--- src/rtl/timer_pkg.sv ---
// Shared types and constants for the microwave countdown controller: state
// encodings, the MM:SS BCD time record, BCD digit limits and the digit helpers.
package timer_pkg;

  typedef enum logic [2:0] {
    ST_IDLE  = 3'd0,
    ST_SET   = 3'd1,
    ST_RUN   = 3'd2,
    ST_PAUSE = 3'd3,
    ST_DONE  = 3'd4
  } state_e;

  typedef struct packed {
    logic [3:0] mm_tens;
    logic [3:0] mm_ones;
    logic [3:0] ss_tens;
    logic [3:0] ss_ones;
  } bcd_time_t;

  localparam logic [3:0] BCD_ONES_MAX = 4'd9;
  localparam logic [3:0] BCD_TENS_MAX = 4'd5;

  localparam bcd_time_t QUICK_TIME = '{mm_tens: 4'd0, mm_ones: 4'd0,
                                       ss_tens: 4'd3, ss_ones: 4'd0};

  // Mixed-radix decrement; callers guarantee the time is nonzero.
  function automatic bcd_time_t bcd_dec(input bcd_time_t t);
    bcd_time_t r;
    logic      b;
    r = t;
    b = (t.ss_ones == 4'd0);
    r.ss_ones = b ? BCD_ONES_MAX : t.ss_ones - 4'd1;
    if (b) begin
      b = (t.ss_tens == 4'd0);
      r.ss_tens = b ? BCD_TENS_MAX : t.ss_tens - 4'd1;
    end
    if (b) begin
      b = (t.mm_ones == 4'd0);
      r.mm_ones = b ? BCD_ONES_MAX : t.mm_ones - 4'd1;
    end
    if (b) r.mm_tens = t.mm_tens - 4'd1;
    return r;
  endfunction

  function automatic bcd_time_t bcd_shift_in(input bcd_time_t t, input logic [3:0] d);
    return '{mm_tens: t.mm_ones, mm_ones: t.ss_tens, ss_tens: t.ss_ones, ss_ones: d};
  endfunction

endpackage

--- src/rtl/tick_prescaler.sv ---
// One-second tick generator: a single-cycle pulse every TICK_DIV cycles while
// run is high; the count is held at zero whenever run is low.
module tick_prescaler #(
  parameter int unsigned TICK_DIV = 50000000
) (
  input  logic clk,
  input  logic clrn,
  input  logic run,
  output logic tick
);

  localparam int unsigned CW = (TICK_DIV > 2) ? $clog2(TICK_DIV) : 1;
  localparam logic [CW-1:0] CNT_LAST = CW'(TICK_DIV - 1);

  logic [CW-1:0] cnt_q;
  logic [CW-1:0] cnt_d;

  assign tick = run && (cnt_q == CNT_LAST);

  always_comb begin
    cnt_d = '0;
    if (run && !tick) cnt_d = cnt_q + 1'b1;
  end

  always_ff @(posedge clk or negedge clrn) begin
    if (!clrn) cnt_q <= '0;
    else       cnt_q <= cnt_d;
  end

endmodule

--- src/rtl/microwave_timer_ctrl.sv ---
// MM:SS microwave countdown controller: keypad entry, start/pause/cancel FSM,
// door interlock and magnetron enable. Optional feature macro: QUICK_START_EN.
module microwave_timer_ctrl
  import timer_pkg::*;
#(
  parameter int unsigned TICK_DIV = 50000000
) (
  input  logic       clk,
  input  logic       clrn,
  input  logic       digit_valid,
  input  logic [3:0] digit,
  input  logic       key_start,
  input  logic       key_stop,
  input  logic       door_closed,
  output logic [3:0] mm_tens,
  output logic [3:0] mm_ones,
  output logic [3:0] ss_tens,
  output logic [3:0] ss_ones,
  output logic [2:0] state,
  output logic       mag_on,
  output logic       done
);

  state_e    state_q;
  bcd_time_t time_q;
  logic      mag_on_q;
  logic      done_q;

  logic      tick;
  logic      time_nz;
  logic      digit_ok;
  logic      start_ok;
  bcd_time_t time_dec;

  tick_prescaler #(.TICK_DIV(TICK_DIV)) u_prescaler (
    .clk  (clk),
    .clrn (clrn),
    .run  (state_q == ST_RUN),
    .tick (tick)
  );

  assign time_nz  = |time_q;
  assign digit_ok = digit_valid && (digit <= BCD_ONES_MAX);
  assign start_ok = key_start && door_closed;
  assign time_dec = bcd_dec(time_q);

  always_ff @(posedge clk or negedge clrn) begin
    if (!clrn) begin
      state_q  <= ST_IDLE;
      time_q   <= '0;
      mag_on_q <= 1'b0;
      done_q   <= 1'b0;
    end else begin
      done_q   <= 1'b0;
      mag_on_q <= 1'b0;
      case (state_q)
        ST_IDLE, ST_SET, ST_DONE: begin
          if (key_stop && state_q != ST_IDLE) begin
            state_q <= ST_IDLE;
            time_q  <= '0;
          end else if (start_ok && state_q == ST_SET && time_nz) begin
            state_q  <= ST_RUN;
            mag_on_q <= 1'b1;
`ifdef QUICK_START_EN
          end else if (start_ok && state_q != ST_DONE && !time_nz) begin
            state_q  <= ST_RUN;
            time_q   <= QUICK_TIME;
            mag_on_q <= 1'b1;
`endif
          end else if (digit_ok) begin
            // A fresh entry after completion starts from 00:00.
            time_q  <= bcd_shift_in((state_q == ST_DONE) ? bcd_time_t'('0) : time_q, digit);
            state_q <= ST_SET;
          end
        end
        ST_RUN: begin
          if (!door_closed || key_stop) begin
            state_q <= ST_PAUSE;
          end else if (tick) begin
            time_q <= time_dec;
            if (time_dec == bcd_time_t'('0)) begin
              state_q <= ST_DONE;
              done_q  <= 1'b1;
            end else begin
              mag_on_q <= 1'b1;
            end
          end else begin
            mag_on_q <= 1'b1;
          end
        end
        ST_PAUSE: begin
          if (key_stop) begin
            state_q <= ST_IDLE;
            time_q  <= '0;
          end else if (start_ok) begin
            state_q  <= ST_RUN;
            mag_on_q <= 1'b1;
          end
        end
        default: begin
          state_q <= ST_IDLE;
          time_q  <= '0;
        end
      endcase
    end
  end

  assign mm_tens = time_q.mm_tens;
  assign mm_ones = time_q.mm_ones;
  assign ss_tens = time_q.ss_tens;
  assign ss_ones = time_q.ss_ones;
  assign state   = state_q;
  assign mag_on  = mag_on_q;
  assign done    = done_q;

endmodule
--- config.mk ---
export PLATFORM = sky130hd
export DESIGN_NAME = microwave_timer_ctrl
export DESIGN_NICKNAME = d
export VERILOG_FILES = /design/src/rtl/timer_pkg.sv /design/src/rtl/tick_prescaler.sv /design/src/rtl/microwave_timer_ctrl.sv
export SDC_FILE = /design/constraint.sdc
export NUM_CORES = 1
export LEC_CHECK = 0
export CAP_MARGIN = 20
export CORE_UTILIZATION = 40
export CTS_BUF_LIST = sky130_fd_sc_hd__clkbuf_4 sky130_fd_sc_hd__clkbuf_8 sky130_fd_sc_hd__clkbuf_16
export DETAILED_ROUTE_END_ITERATION = 7
export MAX_ROUTING_LAYER = met4
export SETUP_SLACK_MARGIN = 0.05
export SYNTH_ARGS = -nofsm -noshare
export SYNTH_HDL_FRONTEND = slang
export SYNTH_HIERARCHICAL = 1
export SYNTH_SLANG_ARGS = --single-unit
--- constraint.sdc ---
create_clock -name clk -period 3.87 [get_ports clk]
set_clock_uncertainty 0.15 [all_clocks]
set_input_delay 0.5805 -clock clk [delete_from_list [all_inputs] [get_ports clk]]
set_output_delay 0.5805 -clock clk [all_outputs]
set_load 0.02 [all_outputs]
; After elaboration in Yosys (flattened, before gate mapping)
; Cells that the tools add are included.
; W data, S select, Z words.
[word_totals]
register_bits = 47
inputBits = 10
out_inout_bits = 21
wordCells = 86
[op_classes]
add_sub_neg = 5
magnitude_cmp = 1
n_eq_ne = 14
mux = 38
n_reduce_logical = 20
[op_table]
columns = op, n
row1 = $mux W16, 6
row2 = $pmux W16 S3, 1
row3 = $add A26 B1 Y26 const B, 1
row4 = $eq A26 B26 Y1 const B, 1
row5 = $mux W26, 1
row6 = $mux W3, 8
row7 = $mux W4, 6
row8 = $logic_not A16 Y1, 1
row9 = $reduce_or A16 Y1, 1
row10 = $sub A4 B1 Y4 const B, 4
row11 = $ne A3 B3 Y1 const B, 5
row12 = $mux W1, 13
row13 = $logic_not A4 Y1, 3
row14 = $mux W12, 1
row15 = $pmux W3 S3, 1
row16 = $logic_and A1 B1 Y1, 7
row17 = $eq A3 B2 Y1 const B, 2
row18 = $ne A2 B2 Y1 const B, 3
row19 = $reduce_and A5 Y1, 1
row20 = $le A4 B4 Y1 const B, 1
row21 = $ne A4 B4 Y1 const B, 1
row22 = $reduce_and A4 Y1, 1
row23 = $eq A3 B1 Y1 const B, 1
row24 = $eq A3 B3 Y1 const B, 1
row25 = other kinds (6), 7

; Depth between registers and ports, before layout
; Gate-level depths: netlist of the first run.
[logic_depth]
word_depth = 9
ltp_mapped = 13
ltp_nobuf = 10

; Modules after synthesis
; The synthesis of the first run kept the hierarchy.
[modules_own_cells]
columns = mod, instances, cells_each, area_per_inst_um2
row1 = microwave_timer_ctrl, 1, 181, 1586.5
row2 = tick_prescaler, 1, 152, 1422.6

; Least setup slack after synthesis of the first run
; Ideal clock, no wire load.
[synth_path]
kind = flip-flop to flip-flop
from = register state_q[2] (netlist: state[2])
to = register time_q (netlist bit mm_tens[3])
arrival_time_ns = 2.613
required_ns = 3.597
slack_ns = 0.984
path_stages_with_launch = 14
period_less_slack_ns = 2.886
cell_sequence = dfrtp_1 nand2b_1 or2_1 buf_2 inv_2 clkbuf_1 and2_1 nor2b_1 a221o_1 o31a_2 buf_6 buf_6 nand3_1 o2bb2ai_2
[synth_rtl]
columns = element, line
row1 = start: declaration, microwave_timer_ctrl.sv:24  ; state_e state_q;
row2 = start signal: assignment, microwave_timer_ctrl.sv:49  ; state_q <= ST_IDLE;
row3 = start signal: assignment, microwave_timer_ctrl.sv:59  ; state_q <= ST_IDLE;
row4 = start signal: assignment, microwave_timer_ctrl.sv:62  ; state_q <= ST_RUN;
row5 = $eq A3 B2 Y1, microwave_timer_ctrl.sv:38  ; .run (state_q == ST_RUN),
row6 = $logic_and A1 B1 Y1, tick_prescaler.sv:18  ; assign tick = run && (cnt_q == CNT_LAST);
row7 = net tick, microwave_timer_ctrl.sv:29  ; logic tick;
row8 = $ne A2 B2 Y1 (no source line), --
row9 = $reduce_and A5 Y1 (no source line), --
row10 = end signal: assignment, microwave_timer_ctrl.sv:72  ; time_q <= bcd_shift_in((state_q == ST_DONE) ? bcd_time_t'('0) : time_q, digit);
row11 = end signal: assignment, microwave_timer_ctrl.sv:80  ; time_q <= time_dec;
row12 = end: declaration, microwave_timer_ctrl.sv:25  ; bcd_time_t time_q;
; The timed path passes the listed nets, and every way through them passes these cells. The select of a mux whose other input is x is not followed.
; A chain may end at the register's enable or synchronous reset.

; Worst setup path in the final report of the first run
[layout_path]
from = register u_prescaler.cnt_q[0]
to = register time_q (netlist bit ss_ones[0])
[layout_between]
elab_chain_len = 4
[layout_rtl]
columns = element, line
row1 = start: declaration, tick_prescaler.sv:15  ; logic [CW-1:0] cnt_q;
row2 = start signal: assignment, tick_prescaler.sv:27  ; else cnt_q <= cnt_d;
row3 = $eq A26 B26 Y1, tick_prescaler.sv:18
row4 = $logic_and A1 B1 Y1, tick_prescaler.sv:18
row5 = net tick, microwave_timer_ctrl.sv:29
row6 = $ne A2 B2 Y1 (no source line), --
row7 = $reduce_and A5 Y1 (no source line), --
; The timed path passes the listed nets, and every way through them passes these cells.

==> results of run 1 <==
==> cell usage after synthesis (all sizes together), types with 10 or more instances <==
library cell   n  area share (%)
nor3          10             1.7
o31ai         12             3.0
nand3         32             5.7
nand2         28             3.6
nand4         12             2.5
o21ai         13             2.3
o2bb2ai       11             5.1
nor2          26             3.2
dfrtp         47              39
buf           12             2.6
a21oi         21             3.6
or4           12             3.2
==> power by group <==
group,switching (uW),total (uW),internal (uW)
sequential,194,763,569
combinational,610,1020,415
clock,172,296,124
==> metrics by stage <==
stage	instance area [um2]	util, %
global route	3450	47.6
floorplan	3010	-
CTS	3430	47.3
detailed placement	3350	46.1
finish	3450	47.6
global placement	3350	46.1
==> state kept, by name, summed over array words and instances, names as in the netlist <==
register,count
u_prescaler/cnt_q,26
mm_ones,4
mm_tens,4
ss_ones,4
ss_tens,4
state,3
done,1
mag_on,1
==> final cells by class <==
class / count / area [um2] / share of cell area [%]
tap: 99 / 124 / 3.59
sequential: 47 / 1180 / 34.1
multi-input combinational: 260 / 1700 / 49.4
clock buffer: 5 / 68.8 / 1.99
clock inverter: 2 / 13.8 / 0.399
inverter: 9 / 33.8 / 0.979
timing repair buffer: 33 / 330 / 9.58
==> per-layer routing <==
layer	wire [um]	track usage, %	share of wire, %
met5	0	-	0
met4	73	4.69	0.97
met3	315	3.54	4.2
met2	3200	28.7	43
met1	3930	31.9	52
==> critical path, cell delays in order, from the launching register on <==
cell and delay, ns:
dfrtp_1 0.51, ha_1 0.32, nand2_1 0.08, or4_1 0.44, nor2_1 0.14, and2_1 0.19, nor2b_1 0.24, a221o_1 0.17
o31a_2 0.39, nand2_2 0.32, a22o_1 0.31
==> cell usage in the layout, fill, tap and decap left out, types with 6 or more instances in the layout <==
| master | n |
|---|---|
| nor4_1 | 7 |
| dfrtp_1 | 47 |
| o2bb2ai_2 | 9 |
| xnor2_1 | 9 |
| nor2_1 | 26 |
| nand4_1 | 12 |
| o21ai_0 | 12 |
| or4_1 | 10 |
| or3_1 | 6 |
| clkdlybuf4s50_1 | 29 |
| nor3_1 | 10 |
| nand2_1 | 27 |
| nand3_1 | 31 |
| a21oi_1 | 20 |
| o31ai_1 | 12 |
| inv_1 | 8 |
==> worst max path at each step <==
stage	to	startpoint
4_1_cts	ss_ones[0]	u_prescaler/cnt_q[0]
3_3_place_gp	ss_ones[0]	u_prescaler/cnt_q[0]
2_1_floorplan	mm_tens[3]	state[2]
3_5_place_dp	ss_ones[0]	u_prescaler/cnt_q[0]
5_1_grt	ss_ones[0]	u_prescaler/cnt_q[0]
6_report	ss_ones[0]	u_prescaler/cnt_q[0]
==> cell families (layout without fill, tap and decap cells) <==
kind of cell | Yosys count | in the layout | synth area share [%]
flops | 47 | 47 | 39.1
compound gates | 81 | 81 | 20.9
fa+ha+maj | 4 | 4 | 1.66
buf+inv | 26 | 49 | 4.32
xor+xnor | 12 | 12 | 3.49
simple gates | 163 | 163 | 30.5
==> results.json, run 1 <==
{
  "ys_ff_latch": 47,
  "yosys_warnings": 6,
  "post_cts_buffers": 0,
  "drt-vias-per-instance": 6.08,
  "cts_resized": 0,
  "drtIter0Drc": 306,
  "tritoncts": "done",
  "fin_nets": 370,
  "p_total_uw": 2080,
  "rows": 31,
  "finalHoldViolCount": 5,
  "synth_cells": 333,
  "status": "finished, violations left",
  "grt_pass1_vias": 2413,
  "reg2reg_setup_slack_ns": 0.51,
  "dpl.cell_count": 447,
  "final.setup.tns_ns": 0,
  "antenna_cells": 0,
  "grt_max_degree": 48,
  "path_clk_slew_ns": 0.09,
  "netlist_area_um2": 3010,
  "post-place-ws_ns": 0.515,
  "worstPathArrival_ns": 3.41,
  "drc_errors": 0,
  "port_buffers": 30,
  "setup_slack_ns": 0.508,
  "ir_worst_vdd_v": 0.000420,
  "area_growth_pct": 14.6,
  "synth-async-reset-ratio_pct": 100,
  "die_h_um": 88.7,
  "final_cells": 455,
  "vias": 2768,
  "slew_viol_final": 0,
  "setup_violations": 0,
  "overflow": 0,
  "clock_sinks": 47,
  "syn_area_per_cell_um2": 9.04,
  "clock.fmax_mhz": 297,
  "io_pins": 31,
  "rr_startpoint": "u_prescaler/cnt_q[0]",
  "cts_htree_levels": 2,
  "synth_ff_type": "dfrtp_1",
  "violations": "hold timing",
  "dpl.hpwl_mm": 5.19,
  "min_path_type": "in2async",
  "postCtsHoldBufs": 0,
  "start_util_pct": 41.5,
  "cts-root-buf": "clkbuf_8",
  "worst_ep_required_time_ns": 3.92,
  "core_area_um2": 7250,
  "rsz0062_at_grt": "no",
  "syn_nets": 347,
  "first_pass_iters": 4,
  "critPathKind": "reg2reg",
  "cap_viol_max_count": 0,
  "track_usage_pct": 21.0,
  "grt_pass1_wl_mm": 12.5,
  "hold_slack_ns": -0.00386,
  "start_kind": "register",
  "powerDensity_nw_per_um2": 604,
  "grt_antenna_before_repair": 0,
  "drive_gt1_share_pct": 8.43,
  "numCtsBuffers": 5,
  "die-area_um2": 7870,
  "post-route-period-util_pct": 86.9,
  "r2r-end": "ss_ones[0]",
  "min_period_ns": 3.36,
  "wl_mm": 7.52,
  "synth-edff-count": 0,
  "die_w_um": 88.7,
  "worst_pin_slew_ns": 1.00,
  "ctsLongestPathBuffers": 2,
  "fillers": 725,
  "seq_area_frac_synth_pct": 39.1,
  "gp_congestion": 0.889,
  "critPathMaxFanout": 19,
  "clk-insertion-delay-late_ns": 0.30,
  "synth_cell_type_count": 55,
  "max_slew_margin_pct": 33.0,
  "antenna_left": 0,
  "p_leak_uw": 0.00122,
  "end_kind": "register",
  "routedWlPerCell_um": 16.5,
  "reg2regPathDepth": 10
}
No activity file was read; power rests on OpenSTA's default activity.
==> run 2, diff against run 1 <==
Settings changed: PLACE_DENSITY set to 0.7.
==> run 2 against run 1 <==
  * The flow now finishes without violations
  * Sequential cell count is the same
  * Register-to-register slack gained 0.21 ns
  * Combinational power is essentially flat
  * Non-clock buffer count grew 1
  * Critical path type unchanged
  * Highest routed layer unchanged
==> results.json, run 2 (synthesis gave the netlist of run 1 again) <==
{
  "drc_errors": 0,
  "post_cts_buffers": 0,
  "dpl.hpwl_mm": 5.23,
  "clock.fmax_mhz": 318,
  "p_int_uw": 1160,
  "overflow": 0,
  "hold_slack_ns": 0.0128,
  "critPathKind": "reg2reg",
  "slew_viol_final": 0,
  "tritoncts": "done",
  "rr_startpoint": "u_prescaler/cnt_q[0]",
  "r2r-end": "ss_ones[0]",
  "start_kind": "register",
  "cts_resized": 0,
  "p_leak_uw": 0.00124,
  "numCtsBuffers": 5,
  "die_w_um": 88.7,
  "core_area_um2": 7250,
  "layout_commonest_cell": "dfrtp_1",
  "postCtsHoldBufs": 0,
  "reg2regPathDepth": 10,
  "gp_congestion": 0.922,
  "post-place-ws_ns": 0.777,
  "seqCellArea_um2": 1180,
  "regMostFlops": "u_prescaler/cnt_q",
  "final.setup.tns_ns": 0,
  "worstPathArrival_ns": 3.19,
  "worst_ep_required_time_ns": 3.92,
  "worst_pin_slew_ns": 1.02,
  "drt-vias-per-instance": 6.14,
  "pwr-share-clk_pct": 15.5,
  "drive_gt1_share_pct": 8.94,
  "p_switching_uw": 968,
  "cap_viol_max_count": 0,
  "drtIter0Drc": 209,
  "status": "completed",
  "end_kind": "register",
  "area_growth_pct": 15.6,
  "vias": 2805,
  "die_h_um": 88.7,
  "port_buffers": 30,
  "start_util_pct": 41.5,
  "antenna_left": 0,
  "multi_input_area_um2": 1700,
  "setup_violations": 0,
  "max_slew_margin_pct": 32.1,
  "largest_register_ffs": 26,
  "finalHoldViolCount": 0,
  "rsz0062_at_grt": "no",
  "io_pins": 31,
  "clock_sinks": 47,
  "cts_htree_levels": 2,
  "path_clk_slew_ns": 0.09,
  "first_pass_iters": 5,
  "antenna_cells": 0,
  "post-route-period-util_pct": 81.3,
  "grt_antenna_before_repair": 0,
  "min_path_type": "in2async",
  "min_period_ns": 3.15,
  "track_usage_pct": 20.4,
  "power_frac_comb_pct": 48.6,
  "die-area_um2": 7870,
  "grt_max_degree": 48,
  "ir_worst_vdd_v": 0.000269,
  "rows": 31,
  "ctsLongestPathBuffers": 2,
  "clk-insertion-delay-late_ns": 0.30,
  "grt_pass1_vias": 2491,
  "fillers": 703,
  "powerDensity_nw_per_um2": 612,
  "fin_nets": 371,
  "routedWlPerCell_um": 16.3,
  "critPathMaxFanout": 12,
  "sw_frac_of_total_pct": 45.5,
  "seqPwrFrac_pct": 36.0,
  "setup_slack_ns": 0.722,
  "cts-root-buf": "clkbuf_8",
  "grt_pass1_wl_mm": 12.1,
  "reg2reg_setup_slack_ns": 0.72,
  "wl_mm": 7.45,
  "layout_common_cells": "dfrtp_1, nand3_1, clkdlybuf4s50_1, nand2_1, nor2_1"
}
-- run 2: stage by stage --
stage	power (uW)	instances	utilization, %	area [um2]
after floorplan	1460	333	-	3010
after global placement	1770	448	46.2	3350
after detailed placement	1780	448	46.2	3350
after CTS	2120	456	47.7	3460
after global routing	2270	457	48.0	3480
final	2130	457	48.0	3480
-- run 2: power groups by stage --
stage                     registers, uW  clock network, uW  logic [uW]
after CTS                           759                344        1020
after floorplan                     779                  0         681
final                               765                329        1030
after detailed placement            768                  0        1020
after global routing                778                356        1130
after global placement              763                  0        1000
-- run 2: area by class of cell --
cell class / instances / area share [%]
clock buffer: 8 / 2.99
sequential: 47 / 33.8
timing repair buffer: 34 / 9.71
tap: 99 / 3.56
inverter: 9 / 0.971
multi-input combinational: 260 / 49.0
-- run 2: worst max-delay path: stages (launching register included) --
cell     delay, ns
dfrtp_1       0.49
ha_1          0.33
nand2_1       0.07
or4_1         0.43
nor2_1        0.15
and2_1        0.19
nor2b_1       0.23
a221o_1       0.18
o31a_2        0.24
nand2_2       0.27
a22o_1        0.31
-- run 2: worst max path at each step --
stage / start / end / slack (ns)
final: u_prescaler/cnt_q[0] / ss_ones[0] / 0.72
after global routing: u_prescaler/cnt_q[0] / ss_ones[0] / 0.49
after CTS: u_prescaler/cnt_q[0] / ss_ones[0] / 0.76
after detailed placement: u_prescaler/cnt_q[0] / ss_ones[0] / 0.78
after global placement: u_prescaler/cnt_q[0] / ss_ones[0] / 0.90
after floorplan: state[2] / mm_tens[3] / 0.98
-- run 2: layer usage --
metal	wire length [um]	GRT usage [%]	part of all wire, %
met5	0	-	0
met4	68	6.45	0.91
met3	387	2.80	5.2
met2	3440	31.0	46
met1	3550	28.2	48
==> run 3, diff against run 2 <==
Settings changed: PLACE_DENSITY 0.7 to 0.72.
Clock period 3.87 ns to 2.89 ns, I/O delays scaled along.
==> run 3 against run 2 <==
  * First-iteration DRC count is 64% higher
  * Wire length increased by 4.2%
  * Via count increased by 2.5%
  * Power is 39% higher
  * Global-route usage grew 1.1 points
  * Worst setup slack got worse by 0.50 ns
  * Critical endpoint is now mm_ones[1]
  * Largest power group unchanged
  * Highest routed layer unchanged
==> results.json, run 3 (synthesis gave the netlist of run 1 again) <==
{
  "status": "completed",
  "die-area_um2": 7870,
  "fin_util_pct": 50.0,
  "area_growth_pct": 20.5,
  "power_frac_comb_pct": 52.2,
  "dpl.hpwl_mm": 5.56,
  "vias": 2874,
  "fin_nets": 389,
  "min_path_type": "in2async",
  "gp_congestion": 0.907,
  "start_util_pct": 41.5,
  "first_pass_iters": 5,
  "min_period_ns": 2.67,
  "powerDensity_nw_per_um2": 816,
  "port_buffers": 30,
  "slowest_stage": "or4_4",
  "clock.fmax_mhz": 375,
  "drt-vias-per-instance": 6.05,
  "io_pins": 31,
  "cts_htree_levels": 2,
  "sw_frac_of_total_pct": 44.9,
  "grt_max_degree": 38,
  "track_usage_pct": 21.5,
  "critPathMaxFanout": 8,
  "slew_viol_final": 0,
  "final.setup.tns_ns": 0,
  "seqPwrFrac_pct": 32.3,
  "tritoncts": "done",
  "wl_mm": 7.76,
  "setup_violations": 0,
  "max_slew_margin_pct": 53.9,
  "antenna_cells": 0,
  "post-route-period-util_pct": 92.3,
  "routedWlPerCell_um": 16.3,
  "ir_worst_vdd_v": 0.000283,
  "end_kind": "register",
  "reg2reg_setup_slack_ns": 0.22,
  "rsz0062_at_grt": "no",
  "path_clk_slew_ns": 0.09,
  "worst_ep_required_time_ns": 2.98,
  "clock_sinks": 47,
  "antenna_left": 0,
  "ctsLongestPathBuffers": 2,
  "die_w_um": 88.7,
  "grt_antenna_before_repair": 0,
  "worstPathArrival_ns": 2.76,
  "layout_common_cells": "dfrtp_1, nand3_1, clkdlybuf4s50_1, nand2_1, nor2_1",
  "cap_viol_max_count": 0,
  "worst_pin_slew_ns": 0.689,
  "p_int_uw": 1630,
  "core_area_um2": 7250,
  "drive_gt1_share_pct": 14.4,
  "critPathMaxStageDelay_ns": 0.56,
  "p_switching_uw": 1330,
  "clk-insertion-delay-late_ns": 0.31,
  "largest_register_ffs": 26,
  "critPathKind": "reg2reg",
  "rows": 31,
  "numCtsBuffers": 5,
  "drc_errors": 0,
  "overflow": 0,
  "grt_pass1_vias": 2596,
  "grt_pass1_wl_mm": 12.7,
  "p_leak_uw": 0.00135,
  "drtIter0Drc": 343,
  "pwr-share-clk_pct": 15.5,
  "regMostFlops": "u_prescaler/cnt_q",
  "finalHoldViolCount": 0,
  "start_kind": "register",
  "cts-root-buf": "clkbuf_8",
  "die_h_um": 88.7,
  "layout_commonest_cell": "dfrtp_1",
  "crit_chain": "nand3_4 > or4_4 > nor2_2 > and2_1 > nor2b_2 > a221o_1 > o31a_4 > nand2_2 > buf_4 > o2bb2ai_2"
}
==> run 3: layout make-up <==
class                      instances  area, um2
fill                             700       3630
multi-input combinational        260       1730
sequential                        47       1180
timing repair buffer              52        463
tap                               99        124
clock buffer                       8        104
inverter                           9       33.8
==> run 3: metal layers <==
layer  GRT usage [%]  share of wire, %
met1            30.0                46
met2            31.0                46
met3            3.54               5.7
met4            8.36               2.0
met5               -                 0
==> run 3: power groups by stage <==
stage	Combinational, uW	Clock, uW	Sequential [uW]
floorplan	912	0	1040
global placement	1500	0	963
detailed placement	1510	0	966
CTS	1520	467	953
global route	1690	491	974
finish	1550	459	956
==> run 3: path summary, 6_finish.rpt <==
| check | from | to | cells after the start |
|---|---|---|---|
| setup / recovery | u_prescaler/cnt_q[3] | mm_ones[1] | 10 |
| hold / removal | clrn | state[1] | 2 |
| setup reg to reg | u_prescaler/cnt_q[3] | mm_ones[1] | 10 |
| hold reg to reg | u_prescaler/cnt_q[17] | u_prescaler/cnt_q[17] | 2 |
| max in group asynchronous | clrn | u_prescaler/cnt_q[2] | 3 |
| min in group clk | u_prescaler/cnt_q[17] | u_prescaler/cnt_q[17] | 2 |
==> run 3: worst max-delay path, delay by kind of cell (launching register included) <==
| family | cells | cell delay, ns |
|---|---|---|
| simple gates | 6 | 1.30 |
| compound gates | 3 | 0.50 |
| buf+inv | 1 | 0.21 |
| flops | 1 | 0.45 |
==> run 3: repair_timing <==
| action | 4_1_cts | 5_1_grt |
|---|---|---|
| buffers inserted | 0 | 1 |
| hold endpoints to repair | 10 | 0 |
| resized for setup | 0 | 6 |
| endpoints found under the setup margin | 0 | 16 |
| hold buffers | 1 | 0 |
==> run 3: through the flow <==
stage	instances	hold slack, ns	area (um2)	power, uW	worst slack (ns)
after floorplan	333	-0.0121	3010	1960	0.0943
after global placement	465	0.180	3480	2460	0.210
after detailed placement	465	0.187	3480	2480	0.117
after CTS	474	0.389	3600	2940	0.0983
after global routing	475	0.416	3630	3160	0.0683
final	475	0.377	3630	2960	0.222
